==> src/rtl/piece_cell_gen.sv <==
// Tetromino cell generator: owns the random piece source and preview queue, and emits
// the four board cells of a spawned or probed piece one per cycle, flagging out-of-bounds.
module piece_cell_gen #(
  parameter int          COORD_W       = 5,
  parameter int          BOARD_ROWS    = 20,
  parameter int          BOARD_COLS    = 10,
  parameter int          SPAWN_ROW     = 0,
  parameter int          SPAWN_COL     = 3,
  parameter int          PREVIEW_DEPTH = 3,
  parameter logic [15:0] LFSR_SEED     = 16'hACE1
) (
  input  logic               clk,
  input  logic               reset,
  input  logic               req,
  input  logic               mode,
  input  logic [2:0]         hold_piece_type,
  input  logic [2:0]         piece_in,
  input  logic [COORD_W-1:0] anchor_i,
  input  logic [COORD_W-1:0] anchor_j,
  input  logic [1:0]         rot_in,
  output logic               ready,
  output logic               cell_valid,
  output logic [1:0]         cell_idx,
  output logic [COORD_W-1:0] cell_i,
  output logic [COORD_W-1:0] cell_j,
  output logic [2:0]         piece_type,
  output logic               oob,
  output logic               done,
  output logic [2:0]         next_tetris,
  output logic [1:0]         dbg_state
);

  localparam logic [2:0] NULL_PIECE = 3'd0;
  localparam logic [2:0] PC_Q = 3'd1, PC_S = 3'd2, PC_Z = 3'd3, PC_T = 3'd4;
  localparam logic [2:0] PC_L = 3'd5, PC_J = 3'd6, PC_I = 3'd7;

  localparam int                 CNT_W  = $clog2(PREVIEW_DEPTH + 1);
  localparam logic [CNT_W-1:0]   FULL   = CNT_W'(PREVIEW_DEPTH);
  localparam logic [COORD_W:0]   ROWS_L = (COORD_W+1)'(BOARD_ROWS);
  localparam logic [COORD_W:0]   COLS_L = (COORD_W+1)'(BOARD_COLS);

  // Handshake: a request is taken on any rising edge where req=1 and ready=1; req while
  // ready=0 is dropped, and all request inputs are captured only on that accepting edge.
  typedef enum logic [1:0] {ST_FILL, ST_IDLE, ST_EMIT, ST_DONE} state_t;

  state_t               state_q;
  logic [15:0]          lfsr_q, lfsr_d;
  logic [2:0]           queue_q [PREVIEW_DEPTH];
  logic [CNT_W-1:0]     count_q;
  logic [2:0]           pt_q;
  logic [1:0]           rot_q, idx_q;
  logic [COORD_W-1:0]   ai_q, aj_q, ci_q, cj_q;
  logic                 cell_valid_q, done_q, oob_q, oob_acc_q;

  logic [2:0]           head, sample, src_pc;
  logic                 push, accept, pop, cell_oob;
  logic [1:0]           src_rot, src_k;
  logic [COORD_W-1:0]   src_ai, src_aj;
  logic [3:0]           off;
  logic [COORD_W:0]     row_sum, col_sum;

  // Each piece packs four {row,col} nibbles, cell 0 in the low nibble.
  function automatic logic [3:0] cell_offset(input logic [2:0] pc, input logic [1:0] rot,
                                             input logic [1:0] k);
    logic [15:0] tbl;
    logic [1:0]  r, c, r_nxt, n_m1;
    case (pc)
      PC_Q:    tbl = 16'h6521;
      PC_S:    tbl = 16'h5421;
      PC_Z:    tbl = 16'h6510;
      PC_T:    tbl = 16'h6541;
      PC_L:    tbl = 16'h6542;
      PC_J:    tbl = 16'h6540;
      PC_I:    tbl = 16'h7654;
      default: tbl = 16'h0000;
    endcase
    {r, c} = tbl[{k, 2'b00} +: 4];
    r_nxt  = 2'd0;
    n_m1   = (pc == PC_I) ? 2'd3 : 2'd2;
    if (pc != PC_Q) begin
      for (int t = 0; t < 3; t++) begin
        if (2'(t) < rot) begin
          r_nxt = c;
          c     = n_m1 - r;
          r     = r_nxt;
        end
      end
    end
    return {r, c};
  endfunction

  assign head   = (count_q != '0) ? queue_q[0] : NULL_PIECE;
  assign sample = lfsr_q[2:0];
  assign push   = (count_q < FULL) && (sample != 3'd0);
  assign lfsr_d = {lfsr_q[14:0], lfsr_q[15] ^ lfsr_q[13] ^ lfsr_q[12] ^ lfsr_q[10]};
  assign ready  = (state_q == ST_IDLE) && (count_q == FULL);
  assign accept = ready && req;
  assign pop    = accept && !mode && (hold_piece_type == NULL_PIECE);

  // In IDLE the cell path looks at the live request so cell 0 can register on acceptance.
  always_comb begin
    if (state_q == ST_IDLE) begin
      src_k = 2'd0;
      if (mode) begin
        src_pc  = piece_in;
        src_rot = rot_in;
        src_ai  = anchor_i;
        src_aj  = anchor_j;
      end else begin
        src_pc  = (hold_piece_type != NULL_PIECE) ? hold_piece_type : head;
        src_rot = 2'd0;
        src_ai  = COORD_W'(SPAWN_ROW);
        src_aj  = COORD_W'(SPAWN_COL);
      end
    end else begin
      src_k   = idx_q + 2'd1;
      src_pc  = pt_q;
      src_rot = rot_q;
      src_ai  = ai_q;
      src_aj  = aj_q;
    end
    off      = cell_offset(src_pc, src_rot, src_k);
    row_sum  = {1'b0, src_ai} + {{(COORD_W-1){1'b0}}, off[3:2]};
    col_sum  = {1'b0, src_aj} + {{(COORD_W-1){1'b0}}, off[1:0]};
    cell_oob = (row_sum >= ROWS_L) || (col_sum >= COLS_L);
  end

  always_ff @(posedge clk or posedge reset) begin
    if (reset) begin
      state_q      <= ST_FILL;
      lfsr_q       <= LFSR_SEED;
      count_q      <= '0;
      for (int i = 0; i < PREVIEW_DEPTH; i++) queue_q[i] <= NULL_PIECE;
      pt_q         <= NULL_PIECE;
      rot_q        <= 2'd0;
      idx_q        <= 2'd0;
      ai_q         <= '0;
      aj_q         <= '0;
      ci_q         <= '0;
      cj_q         <= '0;
      cell_valid_q <= 1'b0;
      done_q       <= 1'b0;
      oob_q        <= 1'b0;
      oob_acc_q    <= 1'b0;
    end else begin
      lfsr_q <= lfsr_d;
      done_q <= 1'b0;
      oob_q  <= 1'b0;
      // Pop only happens with the queue full, so it never coincides with a push.
      if (pop) begin
        for (int i = 0; i < PREVIEW_DEPTH - 1; i++) queue_q[i] <= queue_q[i+1];
        queue_q[PREVIEW_DEPTH-1] <= NULL_PIECE;
        count_q <= count_q - 1'b1;
      end else if (push) begin
        for (int i = 0; i < PREVIEW_DEPTH; i++)
          if (count_q == CNT_W'(i)) queue_q[i] <= sample;
        count_q <= count_q + 1'b1;
      end
      case (state_q)
        ST_FILL: if (count_q == FULL) state_q <= ST_IDLE;
        ST_IDLE: begin
          if (accept) begin
            state_q      <= ST_EMIT;
            pt_q         <= src_pc;
            rot_q        <= src_rot;
            ai_q         <= src_ai;
            aj_q         <= src_aj;
            idx_q        <= 2'd0;
            ci_q         <= row_sum[COORD_W-1:0];
            cj_q         <= col_sum[COORD_W-1:0];
            cell_valid_q <= 1'b1;
            oob_acc_q    <= cell_oob;
          end
        end
        ST_EMIT: begin
          if (idx_q == 2'd3) begin
            state_q      <= ST_DONE;
            cell_valid_q <= 1'b0;
            done_q       <= 1'b1;
            oob_q        <= oob_acc_q;
          end else begin
            idx_q        <= src_k;
            ci_q         <= row_sum[COORD_W-1:0];
            cj_q         <= col_sum[COORD_W-1:0];
            oob_acc_q    <= oob_acc_q | cell_oob;
          end
        end
        default: state_q <= (count_q == FULL) ? ST_IDLE : ST_FILL;
      endcase
    end
  end

  assign cell_valid  = cell_valid_q;
  assign cell_idx    = idx_q;
  assign cell_i      = ci_q;
  assign cell_j      = cj_q;
  assign piece_type  = pt_q;
  assign oob         = oob_q;
  assign done        = done_q;
  assign next_tetris = head;
  assign dbg_state   = state_q;

endmodule

==> config.mk <==
export PLATFORM = sky130hd
export DESIGN_NAME = piece_cell_gen
export DESIGN_NICKNAME = d
export VERILOG_FILES = /design/src/rtl/piece_cell_gen.sv
export SDC_FILE = /design/constraint.sdc
export NUM_CORES = 1
export LEC_CHECK = 0
export ABC_AREA = 1
export CORE_MARGIN = 4
export CORE_UTILIZATION = 49
export DETAILED_ROUTE_END_ITERATION = 8
export GPL_ROUTABILITY_DRIVEN = 0
export MAX_ROUTING_LAYER = met4
export PLACE_DENSITY_LB_ADDON = 0.12
export SLEW_MARGIN = 10
export SYNTH_ARGS = -nofsm -noshare
export SYNTH_HDL_FRONTEND = slang
export SYNTH_SLANG_ARGS = --single-unit
==> constraint.sdc <==
create_clock -name clk -period 4.07 [get_ports clk]
set_input_delay 0.6105 -clock clk [delete_from_list [all_inputs] [get_ports clk]]
set_output_delay 0.6105 -clock clk [all_outputs]
set_load 0.005 [all_outputs]
==> impl_metrics.yaml <==
run_status:
  outcome: "finished, final reports clean"
grt:
  globalRouteTotalUtil: 0.192
  global_route_wire_length_before_repair_um: 12500
  first_global_vias: 2815
  grt_overflow: 0
  largest_net_degree_at_the_start_of_global_routing: 38
  grt_antenna_before_repair: 0
cts:
  cts-root-to-sink-buffers: 2
  clk_root_buffer_cell: "sky130_fd_sc_hd__clkbuf_8"
  cts_tree: "yes"
  cts_hold_repair.buffers: 0
  clock_latency_ns: 0.34
  ctsHtreeMaxLevel: 3
  clk_slew_on_worst_s_h_paths_ns: 0.07
  cts_num_sinks: 60
  numCtsBuffers: 9
detailed_routing:
  vias_per_cell: 5.08
  detail-route-antenna-nets: 0
  routed_wirelength_um: 7600
  total_drc_errors_in_the_routed_layout: 0
  avgRoutedWirePerCell_um: 13.2
  detail_route.iter0.violations: 89
  dr_total_vias: 2926
  drt_pass1_iterations: 4
worst_setup_path:
  reg2reg_depth: 24
  critical_path_class: "reg -> reg"
  path_max_fanout: 4
  regToRegStartpoint: "count_q[1]"
  worstPathArrival_ns: 4.09
  r2r-end: "oob_acc_q"
  end_of_the_critical_path: "oob_acc_q"
  critical-path-top-cell-by-count: "sky130_fd_sc_hd__nand2_1"
  worst_setup_path_start_kind: "register"
  worst_setup_path_startpoint: "count_q[1]"
  cp_slowest_cell: "sky130_fd_sc_hd__dfrtp_1"
  path_cells: "inv_2, ha_4, nor2_1, nand2_1, a21oi_2, nand3_2, nand2_1, inv_1, o21ai_2, buf_4, nand2_1, nand2_1, ha_1, o22ai_2, o21ai_0, a22oi_1, ha_2, inv_1, fa_2, inv_1, nand3_2, o21ai_2, a211oi_2, o211ai_1"
  cp_num_cells: 24
  critical-path-max-stage-delay_ns: 0.42
  regToRegSetupSlack_ns: 0.23
  endpoint_kind: "register"
  worstPathRequired_ns: 4.32
  timing.critical_path.max_delay_family: "compound AO/OA/AOI/OAI gates"
  timing.critical_path.buf_inv: 5
logic_synthesis:
  yosysTopAreaCellShare: 0.396
  synth_largest_area_cell: "sky130_fd_sc_hd__dfrtp_1"
  syn_nets: 450
  yosysUniqueCellTypes: 37
  syn-instance-count: 410
  synth.yosys.seq_area_share: 0.460
  yosysWarnings: 0
  post_synth_instance_area_mm2: 0.00329
  synthTopCellsByArea: "sky130_fd_sc_hd__dfrtp_1, sky130_fd_sc_hd__nand2_1, sky130_fd_sc_hd__inv_1"
  register_bit_total_from_synthesis: 60
  syn_avg_cell_area_um2: 8.02
placement:
  i_o_buffers: 45
  place_ws_ns: -0.475
  placement.cell_area_mm2: 0.00403
  dp_hpwl_um: 5600
final_layout:
  fin_nets: 534
  final_design_area_no_fill_mm2: 0.00439
  mostFrequentLayoutCell: "sky130_fd_sc_hd__nand2_1"
  diodes: 0
  num-fill-cells: 533
  final_cell_mix: "sky130_fd_sc_hd__nand2_1, sky130_fd_sc_hd__inv_1, sky130_fd_sc_hd__dfrtp_1"
  final_core_util: 0.683
  syn2layout_area_growth_pct: 33.5
  layout-drive-gt1-share: 0.206
sta:
  fin_skew_ns: 0.00608
  hold_viol: 0
  post-route-period-util: 0.943
  max_freq_mhz: 261
  tightest_slew_margin_relative_to_the_limit: 0.510
  timing.hold.ws_ns: 0.356
  slew_viol_final: 0
  final_setup_fails: 0
  finalCriticalPeriod_ns: 3.84
  transition_time_at_the_pin_with_the_least_slew_margin_ns: 0.734
  final.setup.worst_slack_ns: 0.231
power_and_ir_drop:
  power_mw: 3.69
  static-leakage-power_nw: 2.22
  cellPowerDensity_mw_per_mm2: 842
  irDropWorstVdd_mv: 0.550
floorplan:
  chipHeight_um: 89.9
  num_rows: 29
  coreArea_mm2: 0.00642
  initial_core_util: 0.512
  die_width_um: 89.9
  boundaryPins: 46
  floorplan.die_area_mm2: 0.00808
worst_hold_path:
  hold_path_class: "reg -> reg"
job:
  max_cap_viol_count: 0
[final cells by class]
class                   instances  area, um^2  area share
clock buffers                   9         124      0.0282
clock inverters                 7        51.3      0.0117
inverters                      67         254      0.0579
multi-input cells             276        1630       0.372
flip-flops and latches         60        1510       0.344
well taps                      77        96.3      0.0220
repair buffers                 80         719       0.164
[worst min path at each step]
stage / start / depth (start not counted) / slack, ns / endpoint
floorplan: lfsr_q[3] / 0 / 0.33 / lfsr_q[4]
global placement: lfsr_q[14] / 0 / 0.33 / lfsr_q[15]
detailed placement: lfsr_q[4] / 0 / 0.34 / lfsr_q[5]
CTS: lfsr_q[6] / 0 / 0.36 / lfsr_q[7]
global route: lfsr_q[6] / 0 / 0.36 / lfsr_q[7]
finish: lfsr_q[6] / 0 / 0.36 / lfsr_q[7]
[timing repair]
| action | 4_1_cts | 5_1_grt |
|---|---|---|
| gates resized for setup | 2 | 43 |
| pin swaps | 0 | 9 |
| cloned | 0 | 0 |
| setup buffers | 1 | 3 |
| endpoints found under the setup margin | 1 | 6 |
[sequential cells by signal, indices dropped and copies added (netlist names)]
| name | count |
|---|---|
| oob_acc_q | 1 |
| count_q | 2 |
| rot_q | 2 |
| done | 1 |
| cell_valid | 1 |
| ai_q | 5 |
| oob | 1 |
| cell_i | 5 |
| cell_j | 5 |
| queue_q | 9 |
| aj_q | 5 |
| cell_idx | 2 |
| dbg_state | 2 |
| lfsr_q | 16 |
| piece_type | 3 |
[kinds of logic after synthesis]
group,after synthesis,share of synthesized area
and+or+nand+nor,168,0.209
adders and majority gates,18,0.0731
DFF,60,0.460
xor gates and xnor gates,8,0.0213
buffers and inverters,74,0.0876
AOI/OAI and AO/OA,79,0.139
muxes,3,0.0103
[synth_stat cells]
| cell type | n |
|---|---|
| sky130_fd_sc_hd__xor2_1 | 4 |
| sky130_fd_sc_hd__inv_2 | 3 |
| sky130_fd_sc_hd__fa_1 | 2 |
| sky130_fd_sc_hd__a22oi_1 | 1 |
| sky130_fd_sc_hd__a221oi_1 | 1 |
| sky130_fd_sc_hd__o21ai_1 | 1 |
| sky130_fd_sc_hd__dfstp_2 | 8 |
| sky130_fd_sc_hd__buf_6 | 1 |
| sky130_fd_sc_hd__a21oi_2 | 1 |
| sky130_fd_sc_hd__dfrtp_1 | 52 |
| sky130_fd_sc_hd__a21o_1 | 2 |
| sky130_fd_sc_hd__o21ai_2 | 2 |
| sky130_fd_sc_hd__a31oi_1 | 1 |
| sky130_fd_sc_hd__nor3_1 | 1 |
| sky130_fd_sc_hd__nand2_2 | 5 |
| sky130_fd_sc_hd__ha_1 | 16 |
| sky130_fd_sc_hd__o22ai_2 | 1 |
| sky130_fd_sc_hd__a21oi_1 | 12 |
| sky130_fd_sc_hd__buf_2 | 2 |
| sky130_fd_sc_hd__nand3_2 | 1 |
| sky130_fd_sc_hd__a211oi_1 | 1 |
| sky130_fd_sc_hd__o22ai_1 | 7 |
| sky130_fd_sc_hd__nand3_1 | 20 |
| sky130_fd_sc_hd__a32o_1 | 1 |
| sky130_fd_sc_hd__mux2_2 | 3 |
| sky130_fd_sc_hd__nand2_1 | 106 |
| sky130_fd_sc_hd__o211ai_1 | 3 |
| sky130_fd_sc_hd__and2_1 | 1 |
| sky130_fd_sc_hd__o311ai_0 | 1 |
| sky130_fd_sc_hd__inv_1 | 64 |
| sky130_fd_sc_hd__nor3_2 | 1 |
| sky130_fd_sc_hd__clkbuf_1 | 4 |
| sky130_fd_sc_hd__o21ai_0 | 43 |
| sky130_fd_sc_hd__xnor2_1 | 4 |
| sky130_fd_sc_hd__nor2_1 | 32 |
| sky130_fd_sc_hd__nand4_1 | 1 |
| sky130_fd_sc_hd__o31ai_1 | 1 |
[power by group]
part	internal, mW	leakage [nW]	switching (mW)
sequential	0.773	0.736	0.0999
combinational	1.09	1.40	1.26
clock	0.223	0.0860	0.250
total	2.08	2.22	1.61
[per-stage QoR]
step / TNS (ns) / cells
3_5_place_dp: -1.43 / 556
5_1_grt: -0.0103 / 576
6_report: 0 / 576
3_3_place_gp: -0.441 / 556
4_1_cts: 0 / 573
2_1_floorplan: 0 / 410
[metal layers]
metal  global-route usage  share of wire  vias to the layer above  wire, um
met5                    -              0                        -         0
met4               0.0446          0.014                        0       106
met3               0.0501          0.049                       10       375
met2                0.312           0.46                       76      3530
met1                0.244           0.47                     1361      3590
li1                     -              -                     1479         -
Power figures use the tool's default switching activity.
